## config.mk

```make
export PLATFORM = sky130hd
export DESIGN_NAME = shift_add_multiplier
export DESIGN_NICKNAME = d
export VERILOG_FILES = /design/src/rtl/shift_add_multiplier_pkg.sv /design/src/rtl/shift_add_multiplier_dp.sv /design/src/rtl/shift_add_multiplier.sv
export SDC_FILE = /design/constraint.sdc
export NUM_CORES = 1
export LEC_CHECK = 0
export BUFFER_PORTS_ARGS = -buffer_cell sky130_fd_sc_hd__buf_2
export CAP_MARGIN = 20
export CORE_MARGIN = 4
export CORE_UTILIZATION = 55
export DETAILED_ROUTE_END_ITERATION = 10
export HOLD_SLACK_MARGIN = 0.05
export PLACE_DENSITY = 0.8
export SYNTH_ARGS = -nofsm -noshare
export SYNTH_HDL_FRONTEND = slang
export SYNTH_SLANG_ARGS = --single-unit
export TNS_END_PERCENT = 1
```

## constraint.sdc

```tcl
create_clock -name clk -period 3.4 [get_ports clk]
set_clock_uncertainty 0.2 [all_clocks]
set_input_delay 0.17 -clock clk [delete_from_list [all_inputs] [get_ports clk]]
set_output_delay 0.17 -clock clk [all_outputs]
set_load 0.01 [all_outputs]
```

## src/rtl/shift_add_multiplier_pkg.sv

```systemverilog
// Shared constants for the shift-and-add multiplier: default widths, the
// fixed-point format it shares with the restoring divider, and FSM encodings.
package shift_add_multiplier_pkg;

   localparam int W_DEF    = 10;
   localparam int FRAC_DEF = 0;
   localparam int CW_DEF   = 4;

   localparam int CNT_RELOAD_DEF = W_DEF - 1;

   localparam logic [1:0] IDLE = 2'd0;
   localparam logic [1:0] CALC = 2'd1;
   localparam logic [1:0] DONE = 2'd2;

   // One iteration per multiplier bit, counting down to zero inclusive.
   function automatic int cnt_reload(input int w);
      return w - 1;
   endfunction

endpackage

```

## src/rtl/shift_add_multiplier_dp.sv

```systemverilog
// Datapath of the shift-and-add multiplier: operand register, {acc, mq}
// shift register with conditional add, iteration counter and zero detect.
module shift_add_dp
   import shift_add_multiplier_pkg::*;
#(
   parameter int W  = W_DEF,
   parameter int CW = CW_DEF
) (
   input  logic           clk,
   input  logic           sclr,
   input  logic           load,
   input  logic           step,
   input  logic [W-1:0]   a_in,
   input  logic [W-1:0]   b_in,
   output logic           operand_zero,
   output logic           cnt_zero,
   output logic [2*W-1:0] prod_next
);

   logic [W-1:0]  a_reg;
   logic [W-1:0]  mq;
   logic [W:0]    acc;
   logic [W:0]    sum;
   logic [W:0]    acc_next;
   logic [W-1:0]  mq_next;
   logic [CW-1:0] cnt;

   // Add-then-shift as one step; the carry lands in acc[W] and drops back in.
   always_comb begin
      sum = acc;
      if (mq[0]) begin
         sum = {1'b0, acc[W-1:0]} + {1'b0, a_reg};
      end
      acc_next     = {1'b0, sum[W:1]};
      mq_next      = {sum[0], mq[W-1:1]};
      prod_next    = {acc_next[W-1:0], mq_next};
      operand_zero = (a_in == '0) || (b_in == '0);
      cnt_zero     = (cnt == '0);
   end

   always_ff @(posedge clk) begin
      if (!sclr) begin
         a_reg <= '0;
         mq    <= '0;
         acc   <= '0;
         cnt   <= '0;
      end else if (load) begin
         a_reg <= a_in;
         mq    <= b_in;
         acc   <= '0;
         cnt   <= CW'(cnt_reload(W));
      end else if (step) begin
         acc <= acc_next;
         mq  <= mq_next;
         if (!cnt_zero) begin
            cnt <= cnt - 1'b1;
         end
      end
   end

endmodule

```

## src/rtl/shift_add_multiplier.sv

```systemverilog
// Sequential radix-2 shift-and-add unsigned multiplier with start/done
// handshake, full product, fixed-point result and overflow flag.
module shift_add_multiplier
   import shift_add_multiplier_pkg::*;
#(
   parameter int W    = W_DEF,
   parameter int FRAC = FRAC_DEF,
   parameter int CW   = CW_DEF
) (
   input  logic           clk,
   input  logic           sclr,
   input  logic           start,
   input  logic [W-1:0]   A_in,
   input  logic [W-1:0]   B_in,
   output logic           busy,
   output logic           done,
   output logic [2*W-1:0] P_full,
   output logic [W-1:0]   P_out,
   output logic           ovf
);

   logic [1:0]     state;
   logic           load;
   logic           step;
   logic           operand_zero;
   logic           cnt_zero;
   logic [2*W-1:0] prod_next;
   logic [2*W-1:0] prod_high;

   assign load      = start && ((state == IDLE) || (state == DONE));
   assign step      = (state == CALC);
   assign busy      = (state == CALC);
   assign done      = (state == DONE);
   assign prod_high = prod_next >> (FRAC + W);

   shift_add_dp #(
      .W  (W),
      .CW (CW)
   ) u_dp (
      .clk          (clk),
      .sclr         (sclr),
      .load         (load),
      .step         (step),
      .a_in         (A_in),
      .b_in         (B_in),
      .operand_zero (operand_zero),
      .cnt_zero     (cnt_zero),
      .prod_next    (prod_next)
   );

   // Results are written only on the edge entering DONE and held otherwise.
   always_ff @(posedge clk) begin
      if (!sclr) begin
         state  <= IDLE;
         P_full <= '0;
         P_out  <= '0;
         ovf    <= 1'b0;
      end else begin
         case (state)
            IDLE, DONE: begin
               if (start) begin
                  if (operand_zero) begin
                     state  <= DONE;
                     P_full <= '0;
                     P_out  <= '0;
                     ovf    <= 1'b0;
                  end else begin
                     state <= CALC;
                  end
               end else begin
                  state <= IDLE;
               end
            end
            CALC: begin
               if (cnt_zero) begin
                  state  <= DONE;
                  P_full <= prod_next;
                  P_out  <= prod_next[FRAC +: W];
                  ovf    <= |prod_high;
               end
            end
            default: state <= IDLE;
         endcase
      end
   end

endmodule
```

==> results.toml, run 1 <==
[timing]
tightest_slew_ns = 0.883
relSlewSlack_pct = 41.1
fmax_mhz = 346
hold_violations = 0
maxSlewViolCount = 0
fin_tns_setup_ns = 0
fin_crit_sh_pct = 84.9
rsz0062_at_grt = "no"
worst_slack_ns = 0.513
setup_violations = 0
fin_crit_ns = 2.89

[status]
status = "completed"

[place]
post-place-cells = 425
post-place-ws_ns = 0.603
gp_congestion = 0.843
io_buffers = 55
place_hpwl_mm = 4.92

[logic_synthesis]
synth_ff_type = "dfxtp_1"
synth_area_leaders = "dfxtp_1, nor2_1, nand2_1"
synth_area_per_cell_um2 = 8.51
synth_cell_types = 50
ys_ff_latch = 57
synth_nets = 362
synth_largest_area_cell = "dfxtp_1"
synthAdderAreaFrac_pct = 5.66
synth_warnings = 0
async_flop_share_pct = 0
synth_top_family_by_area = "compound AO/OA/AOI/OAI gates"
synth_area_mm2 = 0.00278
synth_xor_area_share_pct = 2.20
yosysSeqAreaShare_pct = 41.0
synth-compound-area-share_pct = 23.5
synth_top_area_share_pct = 41.0
synth-edff-count = 0
synth_mux_area_share_pct = 2.61
synth-simple-area-share_pct = 19.0
synthCells = 327

[clock_network]
max-clock-path-buffers = 2
cts-buffers-inserted = 9
cts_resized = 0
clk_latency_ns = 0.34
htree_levels = 3
path_clk_slew_ns = 0.06
root_buffer = "clkbuf_8"
cts_tree = "built"
cts_sinks = 57
cts_hold_buf = 20
postCtsSetupRepairBufs = 0

[grt]
grt-ovfl-total = 0
grt_pass1_vias = 2555
groute.usage.overall_pct = 24.6
grt_max_degree = 46
antenna_found_initial = 0
grt_pass1_wl_mm = 11.9

[setup_path]
r2r_setup_slack_ns = 0.51
r2r_cells = 7
crit_arrival_ns = 2.94
slowest_stage = "a32o_1"
slowest_delay_ns = 0.76
critPathMaxFanout = 28
r2r-end = "ovf"
criticalPathCategory = "reg -> reg"
critical_path.startpoint_type = "flip-flop"
worst_setup_path_end_kind = "flip-flop"
worstPathRequired_ns = 3.45
cp_cell_sequence = "nand2b_1 -> inv_2 -> nand2_1 -> a32o_1 -> nand2_1 -> and4b_1 -> a311oi_1"
critPathCapture = "ovf"
r2r-start = "state[1]"
critPathLaunch = "state[1]"
cp_common_cell = "nand2_1"

[cells_and_area]
area_growth_pct = 21.5
top_register = "P_full"
post-route-util_pct = 70.2
largest_reg_flops = 20
stdcell_count = 460
final_nets = 424
insertedDiodeCount = 0
drive_above_1_share_pct = 20.6

[power_and_ir_drop]
ir_worst_vdd_mv = 0.278
p_leak_uw = 0.00146
power_uw = 1510
power_density_mw_per_mm2 = 446

[hold_path]
hold_class = "in -> reg"

[die]
fp.dieArea_mm2 = 0.00626
row_count = 25
fp.dieH_um = 79.1
ios = 56
core_region_area_mm2 = 0.00482
die_w_um = 79.1
initial_core_util_pct = 57.8

[route]
drtAntennaViolNets = 0
drc = 0
dr.first_iter.drc_count = 188
dr.pass1.iters = 4
wl_per_cell_um = 15.8
vias = 2583
vias_per_cell = 5.62
wirelength_mm = 7.28

[run]
cap_violations = 0
where the power goes:
| part | switching (uW) | leakage, uW | internal [uW] |
|---|---|---|---|
| logic | 139 | 0.000910 | 99.4 |
| registers | 29.9 | 0.000464 | 699 |
| clock network | 264 | 0.0000822 | 278 |
critical path, delay by kind of cell (launching register included):
family / cells / cell delay, ns
compound gates: 2 / 1.00
buf+inv: 1 / 0.29
simple gates: 4 / 0.98
flops: 1 / 0.32
routing by layer:
layer	vias to the layer above	share of wire [%]	global-route usage, %
met3	13	4.8	5.33
met4	0	2.0	12.4
li1	1286	-	-
met1	1217	43	30.7
met5	-	0	0
met2	67	50	40.1
through the flow:
step,hold slack [ns],area (um^2)
finish,0.161,3380
global placement,0.226,3020
CTS,0.155,3380
floorplan,0.106,2780
global route,0.198,3380
detailed placement,0.230,3020
worst min-delay path by stage:
stage                        from       endpoint  slack, ns  cells past startpoint
after floorplan           A_in[0]  u_dp.a_reg[0]       0.11                      2
after global placement    A_in[5]  u_dp.a_reg[5]       0.23                      3
after detailed placement  A_in[3]  u_dp.a_reg[3]       0.23                      3
after CTS                   start    u_dp.cnt[3]       0.16                      4
after global routing        start    u_dp.cnt[0]       0.20                      4
final                       start    u_dp.cnt[3]       0.16                      4
cells in the mapped netlist (all sizes together) (6+ instances only):
cell	count
nand2	45
clkbuf	10
a211oi	8
buf	16
nor2	46
dfxtp	57
a22oi	21
ha	11
nor4	6
a21oi	33
inv	8
cell families after synthesis:
group / Yosys count
AOI/OAI and AO/OA: 90
xor gates and xnor gates: 7
adders and majority gates: 12
buffers and inverters: 34
DFF: 57
muxes: 7
and+or+nand+nor: 120
final cells by class:
class / instances / area [um^2]
Clock buffer: 12 / 145
Clock inverter: 3 / 17.5
Fill cell: 399 / 1440
Inverter: 8 / 30.0
Multi-Input combinational cell: 236 / 1470
Sequential cell: 57 / 1140
Tap cell: 67 / 83.8
Timing Repair Buffer: 77 / 490
cell usage in the layout (no fill, tap or decap), types with 3 or more instances in the layout:
| cell type | instances |
|---|---|
| xnor2_1 | 5 |
| dfxtp_1 | 57 |
| clkbuf_8 | 10 |
| nor3_1 | 3 |
| mux2i_1 | 5 |
| dlygate4sd3_1 | 20 |
| nor2b_1 | 3 |
| ha_1 | 11 |
| inv_1 | 6 |
| nand2_1 | 45 |
| nand3_1 | 5 |
| a21oi_1 | 33 |
| nor4_1 | 6 |
| a2bb2oi_1 | 5 |
| buf_2 | 55 |
| nor2_1 | 46 |
| a211o_1 | 3 |
| o21ai_0 | 3 |
| a22oi_1 | 21 |
| a211oi_1 | 7 |
Power figures use the tool's default switching activity.
==> run 2, diff against run 1 <==
Settings changed: CORE_UTILIZATION 55 to 49, PLACE_DENSITY 0.8 to 0.75.
Clock period 3.4 ns to 2.4 ns, I/O delays scaled along.
==> run 2 against run 1 <==
  * Cell count up 4.6%
  * First-iteration DRC count is 23% higher
  * Setup slack worse by 0.48 ns
  * Sequential share of layout area shrank 2.2 points
  * Fmax is 22% higher
  * Via count up 5.8%
  * Largest cell class unchanged
  * Highest routed layer unchanged
==> results.toml, run 2 (synthesized netlist as in run 1, its figures left out) <==
[die]
row_count = 27
initial_core_util_pct = 50.6
core_region_area_mm2 = 0.00551
fp.dieArea_mm2 = 0.00695
fp.dieH_um = 83.4
ios = 56
die_w_um = 83.4

[cells_and_area]
insertedDiodeCount = 0
post-route-util_pct = 65.9
largest_reg_flops = 20
top_register = "P_full"
final_cell_mix = "dfxtp_1, buf_2, nor2_1"
nFillCells = 435
drive_above_1_share_pct = 26.2
final_area_mm2 = 0.00363
final_nets = 439
area_growth_pct = 30.3

[status]
status = "completed"

[setup_path]
worst_setup_path_end_kind = "flip-flop"
critical_path.startpoint_type = "flip-flop"
worstPathRequired_ns = 2.39
critPathMaxFanout = 3
criticalPathCategory = "reg -> reg"
crit_arrival_ns = 2.36

[run]
cap_violations = 0

[timing]
relSlewSlack_pct = 50.0
fin_crit_sh_pct = 98.8
tightest_slew_ns = 0.749
worst_slack_ns = 0.0300
fmax_mhz = 422
hold_violations = 0
setup_violations = 0
fin_tns_setup_ns = 0
fin_crit_ns = 2.37
rsz0062_at_grt = "yes"
maxSlewViolCount = 0

[route]
vias = 2732
dr.first_iter.drc_count = 232
drtAntennaViolNets = 0
drc = 0
wl_per_cell_um = 15.0
wirelength_mm = 7.20
vias_per_cell = 5.68
dr.pass1.iters = 5

[place]
place_hpwl_mm = 4.99
place_area_mm2 = 0.00312
io_buffers = 55
gp_congestion = 0.862
post-place-ws_ns = -0.0928

[power_and_ir_drop]
p_leak_uw = 0.00155
power_density_mw_per_mm2 = 666
ir_worst_vdd_mv = 0.578
power_uw = 2420

[clock_network]
max-clock-path-buffers = 2
path_clk_slew_ns = 0.07
cts_tree = "built"
cts-buffers-inserted = 9
htree_levels = 3
root_buffer = "clkbuf_8"
cts_sinks = 57
clk_latency_ns = 0.34

[grt]
antenna_found_initial = 0
groute.usage.overall_pct = 21.7
grt_pass1_wl_mm = 12.3
grt_pass1_vias = 2624
grt-ovfl-total = 0
grt_max_degree = 46

[hold_path]
hold_class = "in -> reg"
==> run 2: worst max-delay path, stage by stage (launching register included) <==
cell and delay [ns]:
dfxtp_1 0.31, ha_2 0.19, fa_2 0.40, a21o_1 0.21, a221oi_4 0.26, o221ai_1 0.17
o211a_1 0.16, and4b_1 0.24, a311oi_1 0.08
==> run 2: what timing repair did <==
action	CTS	global route
endpoints found under the hold margin	23	0
buffers inserted	1	0
hold buffers	21	0
gates resized for setup	4	7
pin swaps	7	4
endpoints found under the setup margin	3	9
==> run 2: final timing paths <==
| kind | end | from | depth (start not counted) | slack, ns |
|---|---|---|---|---|
| max | ovf | u_dp.acc[0] | 8 | 0.03 |
| min | P_full[9] | sclr | 3 | 0.16 |
| max reg2reg | ovf | u_dp.acc[0] | 8 | 0.03 |
| min reg2reg | u_dp.a_reg[7] | u_dp.a_reg[7] | 2 | 0.26 |
==> run 2: area by class of cell <==
cell class | count | area [um^2] | share of cell area [%]
multi-input combinational | 236 | 1530 | 42.3
sequential | 57 | 1140 | 31.5
timing repair buffer | 92 | 606 | 16.7
clock buffer | 9 | 124 | 3.41
clock inverter | 7 | 101 | 2.79
tap | 72 | 90.1 | 2.48
inverter | 8 | 30.0 | 0.828
==> run 2: metal layers <==
| layer | up-vias | track usage (%) | wire length, um |
|---|---|---|---|
| li1 | 1323 | - | - |
| met4 | 0 | 11.4 | 255 |
| met2 | 93 | 36.1 | 3420 |
| met3 | 21 | 3.97 | 402 |
| met5 | - | 0 | 0 |
| met1 | 1295 | 26.5 | 3120 |
==> run 2: report_power, final <==
group | internal [uW] | switching (uW) | leakage, uW | total, uW
clock network | 592 | 426 | 0.000106 | 1020
logic | 163 | 206 | 0.000975 | 369
registers | 990 | 40.1 | 0.000465 | 1030
==> run 2: metrics by stage <==
step	std cells	hold slack (ns)
floorplan	327	0.0560
global placement	443	0.176
detailed placement	443	0.181
CTS	481	0.150
global route	481	0.204
finish	481	0.160
